`config.mk`:
```
export PLATFORM = sky130hd
export DESIGN_NAME = gearbox_arbiter
export DESIGN_NICKNAME = d
export VERILOG_FILES = /design/src/rtl/gearbox_pkg.sv /design/src/rtl/gearbox_arbiter_rr.sv /design/src/rtl/gearbox_arbiter.sv
export SDC_FILE = /design/constraint.sdc
export NUM_CORES = 1
export LEC_CHECK = 0
export BUFFER_PORTS_ARGS = -buffer_cell sky130_fd_sc_hd__buf_4
export CORE_MARGIN = 4
export CORE_UTILIZATION = 48
export CTS_CLUSTER_SIZE = 8
export DETAILED_ROUTE_END_ITERATION = 10
export GPL_ROUTABILITY_DRIVEN = 1
export GPL_TIMING_DRIVEN = 0
export PLACE_DENSITY = 0.95
export SLEW_MARGIN = 15
export SYNTH_ARGS = -nofsm -noshare
export SYNTH_HDL_FRONTEND = slang
export SYNTH_SLANG_ARGS = --single-unit
```
`constraint.sdc`:
```
create_clock -name clk -period 4.1 [get_ports clk]
set_input_delay 0 -clock clk [delete_from_list [all_inputs] [get_ports clk]]
set_output_delay 0 -clock clk [all_outputs]
set_load 0.03 [all_outputs]
```
`src/rtl/gearbox_pkg.sv`:
```
// rtl/gearbox_pkg.sv - shared types and constants for the gearbox write-port arbiter
package gearbox_pkg;
    localparam int WORD_W      = 16;
    localparam int GROUP_WORDS = 5;

    typedef enum logic [1:0] {
        IDLE  = 2'd0,
        BURST = 2'd1,
        PAD   = 2'd2
    } arb_state_t;
endpackage

```
`src/rtl/gearbox_arbiter_rr.sv`:
```
// rtl/gearbox_arbiter_rr.sv - combinational round-robin pick starting after the last grant
module rr_arbiter #(
    parameter int N   = 2,
    parameter int IDW = 1
) (
    input  logic [N-1:0]   i_req,
    input  logic [IDW-1:0] i_last,
    output logic [IDW-1:0] o_idx,
    output logic           o_any
);
    logic [IDW-1:0] w_cand;

    // Walk i_last+1 .. i_last+N (mod N) so the previous owner is checked last.
    always_comb begin
        o_idx  = '0;
        o_any  = 1'b0;
        w_cand = '0;
        for (int k = 1; k <= N; k++) begin
            w_cand = IDW'((int'(i_last) + k) % N);
            if (!o_any && i_req[w_cand]) begin
                o_idx = w_cand;
                o_any = 1'b1;
            end
        end
    end
endmodule

```
`src/rtl/gearbox_arbiter.sv`:
```
// rtl/gearbox_arbiter.sv - round-robin arbiter granting whole 80-bit-aligned groups to the gearbox
module gearbox_arbiter
    import gearbox_pkg::*;
#(
    parameter int              NUM_REQ     = 2,
    parameter int              BURST_WORDS = 5,
    parameter int              TIMEOUT     = 8,
    parameter logic [WORD_W-1:0] PAD_WORD  = '0
) (
    input  logic                        clk,
    input  logic                        res,
    input  logic [NUM_REQ-1:0]          req_valid,
    input  logic [WORD_W*NUM_REQ-1:0]   req_data,
    output logic [NUM_REQ-1:0]          req_ready,
    input  logic                        gb_full,
    output logic                        gb_shift_in,
    output logic [WORD_W-1:0]           gb_data_in,
    output logic [$clog2(NUM_REQ)-1:0]  grant_id,
    output logic                        busy,
    output logic                        pad_pulse
);
    localparam int GID_W = $clog2(NUM_REQ);
    localparam int WC_W  = (BURST_WORDS > 1) ? $clog2(BURST_WORDS) : 1;
    localparam int SC_W  = $clog2(TIMEOUT + 1);
    localparam logic [WC_W-1:0] LAST_WORD   = WC_W'(BURST_WORDS - 1);
    localparam logic [SC_W-1:0] STARVE_LAST = SC_W'(TIMEOUT - 1);

    if (BURST_WORDS % GROUP_WORDS != 0 || BURST_WORDS == 0) begin : g_bad_burst
        $error("BURST_WORDS must be a nonzero multiple of GROUP_WORDS");
    end

    arb_state_t        r_state;
    logic [WC_W-1:0]   r_word_cnt;
    logic [SC_W-1:0]   r_starve_cnt;
    logic [GID_W-1:0]  r_grant;
    logic [GID_W-1:0]  r_last_grant;
    logic              r_pad_pulse;

    logic [GID_W-1:0]  w_pick;
    logic              w_any;
    logic [WORD_W-1:0] w_words [NUM_REQ];

    for (genvar i = 0; i < NUM_REQ; i++) begin : g_words
        assign w_words[i] = req_data[i*WORD_W +: WORD_W];
    end

    rr_arbiter #(.N(NUM_REQ), .IDW(GID_W)) u_rr (
        .i_req  (req_valid),
        .i_last (r_last_grant),
        .o_idx  (w_pick),
        .o_any  (w_any)
    );

    // Write side is purely combinational so a source word reaches the gearbox in the same cycle.
    always_comb begin
        req_ready   = '0;
        gb_shift_in = 1'b0;
        gb_data_in  = '0;
        case (r_state)
            BURST: begin
                req_ready[r_grant] = !gb_full;
                gb_shift_in        = req_valid[r_grant] & !gb_full;
                gb_data_in         = w_words[r_grant];
            end
            PAD: begin
                gb_shift_in = !gb_full;
                gb_data_in  = PAD_WORD;
            end
            default: ;
        endcase
    end

    always_ff @(posedge clk or posedge res) begin
        if (res) begin
            r_state      <= IDLE;
            r_word_cnt   <= '0;
            r_starve_cnt <= '0;
            r_grant      <= '0;
            r_last_grant <= GID_W'(NUM_REQ - 1);
            r_pad_pulse  <= 1'b0;
        end else begin
            r_pad_pulse <= 1'b0;
            case (r_state)
                IDLE: begin
                    if (w_any) begin
                        r_grant      <= w_pick;
                        r_word_cnt   <= '0;
                        r_starve_cnt <= '0;
                        r_state      <= BURST;
                    end
                end
                BURST: begin
                    if (gb_shift_in) begin
                        r_word_cnt   <= r_word_cnt + 1'b1;
                        r_starve_cnt <= '0;
                        if (r_word_cnt == LAST_WORD) begin
                            r_state      <= IDLE;
                            r_last_grant <= r_grant;
                        end
                    end else if (!gb_full) begin
                        // Only source silence counts toward the timeout; gearbox backpressure does not.
                        r_starve_cnt <= r_starve_cnt + 1'b1;
                        if (r_starve_cnt == STARVE_LAST) begin
                            r_state <= PAD;
                        end
                    end
                end
                PAD: begin
                    if (gb_shift_in) begin
                        r_word_cnt <= r_word_cnt + 1'b1;
                        if (r_word_cnt == LAST_WORD) begin
                            r_state      <= IDLE;
                            r_last_grant <= r_grant;
                            r_pad_pulse  <= 1'b1;
                        end
                    end
                end
                default: r_state <= IDLE;
            endcase
        end
    end

    assign grant_id  = r_grant;
    assign busy      = (r_state != IDLE);
    assign pad_pulse = r_pad_pulse;
endmodule

```
==> results of run 1 <==
metal layers:
layer,wire (µm),part of all wire
met1,1350,0.38
met2,1960,0.55
met3,246,0.069
met4,30,0.0084
met5,0,0
critical path, stage by stage (launching register included):
cell	delay, ns
dfrtp_1	0.40
inv_1	0.08
ha_1	0.28
buf_2	0.18
nor2b_1	0.37
o221ai_1	0.20
a21o_1	0.22
o22ai_1	0.16
placed cells by master (no fill, tap or decap), drive strengths merged, types with 2 or more instances in the layout:
cell    netlist  routed
and3          5       5
clkbuf        2       6
nor3          2       2
ha            7       7
dfrtp        11      11
mux2i        16      16
inv          10      10
a31oi         3       3
nand3         6       6
nor2          3       3
o21ai         5       5
o211ai        2       2
o22ai         3       3
a21o          2       2
buf           4      62
and2          2       2
a21oi         3       3
nor3b         3       3
nand2        11      11
nor2b        17      17
mux2          2       2
synthesized netlist by cell type, types with 2 or more instances:
cell / number / area share
o211ai_1: 2 / 0.013
nand2_1: 11 / 0.036
and2_1: 2 / 0.011
and3_1: 5 / 0.028
mux2_4: 2 / 0.027
a21oi_1: 3 / 0.013
o21ai_1: 3 / 0.013
nor2_1: 3 / 0.0099
nor3_1: 2 / 0.0088
dfrtp_1: 11 / 0.24
nand3_1: 6 / 0.027
nor3b_1: 2 / 0.013
clkbuf_1: 2 / 0.0066
mux2i_1: 16 / 0.14
a21o_1: 2 / 0.013
ha_1: 7 / 0.077
inv_1: 10 / 0.033
buf_2: 3 / 0.013
o22ai_1: 3 / 0.017
nor2b_1: 17 / 0.094
a31oi_1: 3 / 0.017
o21ai_0: 2 / 0.0088
cell families after synthesis:
family | after synthesis | synth area share
buffers and inverters | 16 | 0.0564
AND/OR/NAND/NOR | 56 | 0.286
AO/OA/AOI/OAI | 23 | 0.138
flip-flops | 12 | 0.266
XOR/XNOR | 1 | 0.00774
adder cells (fa/ha/maj) | 7 | 0.0773
multiplexers | 18 | 0.168
where the power goes:
group,switching (W),total [W],internal [W]
Sequential,0.0000337,0.000190,0.000157
Clock,0.0000433,0.0000811,0.0000377
Combinational,0.000492,0.000838,0.000346
Total,0.000569,0.00111,0.000540
sequential cells by signal, summed over array words and instances, names as in the netlist:
name,cells
r_starve_cnt,4
r_word_cnt,3
r_state,2
grant_id,1
pad_pulse,1
r_last_grant,1
final cells by class:
cell class                 instances  area (µm²)  share of cell area
multi-input combinational        105         767               0.468
inverter                          10        37.5              0.0229
clock buffer                       4        26.3              0.0160
sequential                        12         302               0.184
buffer                             6        26.3              0.0160
timing repair buffer              59         445               0.272
tap                               28        35.0              0.0214
how the worst min path moves through the flow:
stage / from / to
4_1_cts: req_valid[1] / grant_id$_DFFE_PP0P_
5_1_grt: req_valid[1] / grant_id$_DFFE_PP0P_
6_report: req_valid[1] / grant_id$_DFFE_PP0P_
2_1_floorplan: res / grant_id$_DFFE_PP0P_
3_3_place_gp: res / grant_id$_DFFE_PP0P_
3_5_place_dp: res / grant_id$_DFFE_PP0P_
through the flow:
step,instance area [µm²],power [W],hold WS (ns),util
2_1_floorplan,1130,0.000771,-0.136,-
3_3_place_gp,1600,0.000976,0.0348,0.718
3_5_place_dp,1600,0.00102,0.0469,0.718
4_1_cts,1640,0.00110,0.0102,0.734
5_1_grt,1640,0.00119,0.00488,0.734
6_report,1640,0.00111,0.00688,0.734
timing repair:
action / 4_1_cts / 5_1_grt
resized for setup: 0 / 0
setup endpoints to repair: 0 / 0
hold endpoints to repair: 11 / 0
hold buffers: 1 / 0
==> reports/metrics.cfg, run 1 <==
[clock_network]
cts.reportedPaths.clkPinSlew_ns = 0.08
cts_inserted_buffers = 3
cts_max_level = 1
root_buffer = clkbuf_4
cts_tree = built
clock-sinks = 12
cts_buffer_depth = 2
cts_setup_buffers = 0
insertion_delay_ns = 0.28

[floorplanning]
die_w_um = 56.6
die_area_um2 = 3200
die_h_um = 56.6
ios = 59
coreArea_um2 = 2230
row_count = 17
initial_utilization = 0.507

[placed_design]
place_congestion = 0.876
post-dp-hpwl_mm = 2.84
portBuffers = 58
dp_cells = 219
place_ws_ns = 2.18

[layout]
nets = 241
diodes = 0
layout-drive-gt1-share = 0.347
nFillCells = 156
area_delta_synth_final_pct = 44.8
fin_cells = 224

[setup_path]
path_max_fanout = 10
crit_path_start_kind = flop
crit_arrival_ns = 2.16
cp-endpoint = r_state[0]$_DFFE_PP0P_
worstSetupStartpoint = r_state[0]$_DFFE_PP0P_
critPathRequiredTime_ns = 4.30
ff2ff_setup_slack_ns = 2.14
endpoint_kind = flop
r2r.worst_path.cells = 7
r2r-start = r_state[0]$_DFFE_PP0P_
timing.rr.end = r_state[0]$_DFFE_PP0P_
critical_path_class = flop to flop

[drt]
vias_per_cell = 5.60
drtIter0Drc = 71
firstDrtPassIters = 4
antenna_left = 0
wirelength_mm = 3.59
remaining_drc_errors = 0
wl_per_cell_um = 16.0
vias = 1255

[sta]
rsz0062_at_grt = false
final.setup.worst_slack_ns = 2.14
finalCritPeriodShare = 0.479
finalHoldViolations = 0
finalSetupViolations = 0
worst_pin_slew_ns = 0.565
fmax_mhz = 509
slew_headroom = 0.623
fin_setup_tns_ns = 0
min_period_ns = 1.96
finalMaxSlewViolations = 0
fin_skew_ns = 0.000491

[synth]
synth-edff-count = 0
syn-cell-area_um2 = 1130
yosysSeqAreaShare = 0.266
syn_avg_cell_area_um2 = 8.51
synthArstFlopShare = 1.00
yosys.cell_types.count = 38
ys_seq_elements = 12
ys_warn_count = 0
netlist_instances = 133
ys.flop_type = dfrtp_1
syn_nets = 177

[pwr]
power_density_nw_per_um2 = 677
power.leakage_nw = 0.857
vdd_drop_max_mv = 0.632

[global_routing]
grtUsageMet3 = 0.0483
met2_usage = 0.424
grt_pass1_vias = 1275
top_usage_layer = met2
grtUsageTotal = 0.223
grt-ovfl-total = 0
grt_max_degree = 13
grt_pass1_wl_mm = 5.79
globalRouteMet1Util = 0.246
antenna_found_initial = 0

[hold_path]
hp-class = primary input to flop
hold_depth = 2

[outcome]
outcome = finished, final reports clean

[flow_run]
cap_violations = 0

Note: power is estimated with default switching activity, not from simulation.
==> run 2: changes to the inputs <==
--- a/config.mk
+++ b/config.mk
@@ -7,12 +7,12 @@
 export LEC_CHECK = 0
 export BUFFER_PORTS_ARGS = -buffer_cell sky130_fd_sc_hd__buf_4
 export CORE_MARGIN = 4
-export CORE_UTILIZATION = 48
+export CORE_UTILIZATION = 45
 export CTS_CLUSTER_SIZE = 8
 export DETAILED_ROUTE_END_ITERATION = 10
 export GPL_ROUTABILITY_DRIVEN = 1
 export GPL_TIMING_DRIVEN = 0
-export PLACE_DENSITY = 0.95
+export PLACE_DENSITY = 0.92
 export SLEW_MARGIN = 15
 export SYNTH_ARGS = -nofsm -noshare
 export SYNTH_HDL_FRONTEND = slang
==> constraint.sdc (replaced) <==
create_clock -name clk -period 1.9 [get_ports clk]
set_input_delay 0 -clock clk [delete_from_list [all_inputs] [get_ports clk]]
set_output_delay 0 -clock clk [all_outputs]
set_load 0.03 [all_outputs]
==> reports/metrics.cfg, run 2 (synthesis results as in run 1) <==
[outcome]
outcome = finished, final reports clean

[setup_path]
crit_path_cell_trace = inv_1 -> ha_1 -> clkbuf_4 -> and2_1 -> or3_4 -> a31oi_1 -> o22ai_1
endpoint_kind = flop
crit_path_start_kind = flop
crit_path_top_delay_cell = or3_4
crit_cells = 7
critPathBufInv = 2
critPathRequiredTime_ns = 2.07
cp_top_family = simple AND/OR/NAND/NOR gates
crit_arrival_ns = 2.00
r2r.worst_path.cells = 7
max_stage_delay_ns = 0.39
critical_path_class = flop to flop
path_max_fanout = 10

[floorplanning]
row_count = 17
initial_utilization = 0.493
coreArea_um2 = 2300
die_area_um2 = 3380
die_w_um = 58.2
die_h_um = 58.2
ios = 59

[sta]
finalCritPeriodShare = 0.963
final.setup.worst_slack_ns = 0.0711
slew_headroom = 0.624
finalHoldViolations = 0
fin_setup_tns_ns = 0
finalMaxSlewViolations = 0
fin_skew_ns = 0.00599
fmax_mhz = 547
min_period_ns = 1.83
finalSetupViolations = 0
worst_pin_slew_ns = 0.564

[layout]
final-seq-area_um2 = 302
diodes = 0
layout_commonest_cell = buf_4
multi_input_area_um2 = 791
reg_top3 = r_starve_cnt x4, r_word_cnt x3, r_state x2
nFillCells = 177
fin_util = 0.739
final_cell_mix = 60 x buf_4, 16 x mux2i_1, 16 x nor2b_1, 11 x nand2_1, 11 x dfrtp_1
top_register = r_starve_cnt
area_delta_synth_final_pct = 49.9
nets = 243
largest_reg_flops = 4
layout-drive-gt1-share = 0.384
finalInstanceArea_um2 = 1700

[global_routing]
grt_pass1_wl_mm = 5.39
antenna_found_initial = 0
grt_max_degree = 13
grt_pass1_vias = 1198
grtUsageTotal = 0.204
grt-ovfl-total = 0

[pwr]
power_density_nw_per_um2 = 1500
fin_total_pwr_w = 0.00254
vdd_drop_max_mv = 1.03
power.leakage_nw = 0.889

[clock_network]
cts.reportedPaths.clkPinSlew_ns = 0.08
cts_buffer_depth = 2
insertion_delay_ns = 0.28
cts_inserted_buffers = 3
cts_tree = built
cts_max_level = 1
clock-sinks = 12
root_buffer = clkbuf_4

[drt]
drtIter0Drc = 54
highest_layer = met4
vias = 1247
remaining_drc_errors = 0
met1_length_mm = 1.33
firstDrtPassIters = 4
wirelength_mm = 3.73
route.met2.wl_mm = 2.17
wl_met3_um = 149
wl_per_cell_um = 16.5
antenna_left = 0
vias_per_cell = 5.52

[placed_design]
place_ws_ns = 0.0203
portBuffers = 58
post-dp-hpwl_mm = 2.87
place_congestion = 0.841
placed_area_um2 = 1600

[flow_run]
cap_violations = 0

[hold_path]
hold_depth = 2
hp-class = primary input to flop

[run 2: cell count changes in the layout (fill, tap and decap cells not counted)]
cell	before	now
or3_1	1	0
buf_2	3	1
buf_4	58	60
or3_4	0	1
nor3b_1	2	1
clkbuf_8	0	1
clkbuf_1	3	0
nor2b_1	17	16
clkbuf_4	3	6
nor2b_4	0	1
nor3b_4	0	1
clkbuf_2	0	1
[run 2: per-stage QoR]
step	instances	hold WS, ns
6_report	226	0.0273
3_3_place_gp	219	0.0462
2_1_floorplan	133	-0.136
5_1_grt	226	0.0293
4_1_cts	224	0.00542
3_5_place_dp	219	0.0530
[run 2: worst paths after layout]
kind,slack [ns],endpoint,from
worst max-delay path,0.07,r_starve_cnt[2]$_DFFE_PP0P_,r_state[1]$_DFFE_PP0P_
worst min-delay path,0.03,grant_id$_DFFE_PP0P_,req_valid[1]
min in group asynchronous,0.28,r_starve_cnt[0]$_DFFE_PP0P_,res
max in group asynchronous,1.27,r_last_grant$_DFFE_PP1P_,res
worst min register to register,0.52,r_starve_cnt[1]$_DFFE_PP0P_,r_starve_cnt[1]$_DFFE_PP0P_
worst max register to register,0.07,r_starve_cnt[2]$_DFFE_PP0P_,r_state[1]$_DFFE_PP0P_
[run 2: metal layers]
| metal | track usage | vias to the layer above |
|---|---|---|
| met5 | 0 | - |
| met4 | 0.0629 | 0 |
| met2 | 0.373 | 35 |
| met3 | 0.0512 | 12 |
| li1 | - | 603 |
| met1 | 0.231 | 597 |
[run 2: cell type report]
type / instances / area share
Multi-Input combinational cell: 105 / 0.466
Timing Repair Buffer: 61 / 0.271
Sequential cell: 12 / 0.178
Inverter: 10 / 0.0221
Clock buffer: 4 / 0.0214
Buffer: 6 / 0.0214
Tap cell: 28 / 0.0206
[run 2: power by group]
group,total (W),internal (W),switching (W)
clock network,0.000211,0.000117,0.0000947
registers,0.000414,0.000338,0.0000761
logic,0.00191,0.000825,0.00109
[run 2: what timing repair did]
action                                  4_1_cts  5_1_grt
hold endpoints to repair                     11        0
gates resized for setup                       2       10
hold buffers                                  1        0
buffers inserted                              0        2
gates cloned                                  0        0
endpoints found under the setup margin        3       18
==> run 3: changes to the inputs <==
--- a/config.mk
+++ b/config.mk
@@ -8,6 +8,7 @@
 export BUFFER_PORTS_ARGS = -buffer_cell sky130_fd_sc_hd__buf_4
 export CORE_MARGIN = 4
 export CORE_UTILIZATION = 45
+export CTS_CLUSTER_DIAMETER = 200
 export CTS_CLUSTER_SIZE = 8
 export DETAILED_ROUTE_END_ITERATION = 10
 export GPL_ROUTABILITY_DRIVEN = 1
==> constraint.sdc (replaced) <==
create_clock -name clk -period 2.1 [get_ports clk]
set_input_delay 0 -clock clk [delete_from_list [all_inputs] [get_ports clk]]
set_output_delay 0 -clock clk [all_outputs]
set_load 0.03 [all_outputs]
==> reports/metrics.cfg, run 3 (synthesis results as in run 1) <==
[sta]
finalSetupViolations = 0
fin_skew_ns = 0.00407
min_period_ns = 1.92
fin_setup_tns_ns = 0
fmax_mhz = 521
finalMaxSlewViolations = 0
slew_headroom = 0.636
finalCritPeriodShare = 0.913
rsz0062_at_grt = false
final.setup.worst_slack_ns = 0.182
holdWs_ns = 0.0139
finalHoldViolations = 0
worst_pin_slew_ns = 0.545

[pwr]
power_density_nw_per_um2 = 1320
switchingPower_w = 0.00109
switching_share = 0.501
clockPowerShare = 0.087
vdd_drop_max_mv = 0.863
power.leakage_nw = 0.863
seq_power_share = 0.172
power.internal_w = 0.00109
p_comb_frac = 0.742

[clock_network]
root_buffer = clkbuf_4
cts_buffer_depth = 2
cts_max_level = 1
cts_tree = built
clock-sinks = 12
cts_inserted_buffers = 3
cts.reportedPaths.clkPinSlew_ns = 0.08
insertion_delay_ns = 0.28

[global_routing]
grt_pass1_wl_mm = 5.37
grt-ovfl-total = 0
grtUsageTotal = 0.203
met2_usage = 0.373
grt_pass1_vias = 1187
antenna_found_initial = 0
grtUsageMet3 = 0.0512
top_usage_layer = met2
globalRouteMet1Util = 0.232
grt_max_degree = 13

[drt]
vias_per_cell = 5.47
remaining_drc_errors = 0
drtIter0Drc = 41
vias = 1225
wl_per_cell_um = 15.4
wirelength_mm = 3.45
antenna_left = 0
firstDrtPassIters = 4

[placed_design]
place_ws_ns = 0.220
placed_area_um2 = 1600
place_congestion = 0.841
portBuffers = 58
post-dp-hpwl_mm = 2.87

[outcome]
outcome = finished, final reports clean

[layout]
layout_commonest_cell = buf_4
nets = 241
area_delta_synth_final_pct = 45.9
diodes = 0
finalInstanceArea_um2 = 1650
layout-drive-gt1-share = 0.357
final_cell_mix = 58 x buf_4, 16 x mux2i_1, 16 x nor2b_1, 11 x nand2_1, 11 x dfrtp_1
top_register = r_starve_cnt
reg_top3 = r_starve_cnt x4, r_word_cnt x3, r_state x2
largest_reg_flops = 4

[setup_path]
crit_arrival_ns = 1.92
critPathRequiredTime_ns = 2.10
path_max_fanout = 10
ff2ff_setup_slack_ns = 0.27
endpoint_kind = output pin
critical_path_class = flop to output pin
crit_path_start_kind = flop

[floorplanning]
die_area_um2 = 3380
row_count = 17
coreArea_um2 = 2300
die_h_um = 58.2
initial_utilization = 0.493
die_w_um = 58.2
ios = 59

[hold_path]
hp-class = primary input to flop

[flow_run]
cap_violations = 0

## run 3: cell count changes in the layout (fill, tap and decap cells not counted)
cell / previous run / this run
buf_2: 1 / 3
buf_4: 60 / 58
clkbuf_1: 0 / 2
clkbuf_2: 1 / 0
clkbuf_4: 6 / 3
nor2b_2: 0 / 1
nor2b_4: 1 / 0
nor3b_1: 1 / 2
nor3b_4: 1 / 0
or3_1: 0 / 1
or3_4: 1 / 0
## run 3: timing repair
item	in CTS	in global routing
hold buffers	1	0
setup buffers	0	0
gates resized for setup	0	1
setup endpoints to repair	0	2
endpoints found under the hold margin	11	0
## run 3: per-layer routing
layer  part of all wire  up-vias
met5                  0        -
met3              0.038        8
met1               0.36      590
li1                   -      599
met2               0.58       28
met4              0.025        0
## run 3: power by group through the flow
stage	Sequential [W]	Combinational, W	Clock (W)
floorplan	0.000377	0.00113	0
global placement	0.000367	0.00154	0
detailed placement	0.000374	0.00161	0
CTS	0.000370	0.00162	0.000193
global route	0.000380	0.00177	0.000201
finish	0.000373	0.00161	0.000189
## run 3: final cells by class
cell class	instances	area, µm²
multi-input combinational	105	769
fill	185	646
timing repair buffer	59	445
sequential	12	302
inverter	10	37.5
clock buffer	4	36.3
tap	28	35.0
buffer	6	26.3
## run 3: critical path, stage by stage (launching register included)
cell      delay, ns
dfrtp_1        0.41
inv_1          0.12
ha_1           0.17
buf_2          0.20
clkbuf_1       0.29
nor3b_1        0.24
buf_4          0.20
## run 3: worst paths after layout
path,from,end,cells past startpoint
worst min register to register,r_starve_cnt[1]$_DFFE_PP0P_,r_starve_cnt[1]$_DFFE_PP0P_,2
max in group asynchronous,res,r_last_grant$_DFFE_PP1P_,3
worst max-delay path,r_state[1]$_DFFE_PP0P_,req_ready[0],6
min in group asynchronous,res,r_starve_cnt[0]$_DFFE_PP0P_,3
worst max register to register,r_state[0]$_DFFE_PP0P_,r_state[0]$_DFFE_PP0P_,7
worst min-delay path,req_valid[1],grant_id$_DFFE_PP0P_,2
## run 3: per-stage QoR
| step | util | std cells | power [W] |
|---|---|---|---|
| finish | 0.719 | 224 | 0.00218 |
| floorplan | - | 133 | 0.00151 |
| detailed placement | 0.698 | 219 | 0.00198 |
| CTS | 0.718 | 224 | 0.00218 |
| global placement | 0.698 | 219 | 0.00191 |
| global route | 0.719 | 224 | 0.00235 |
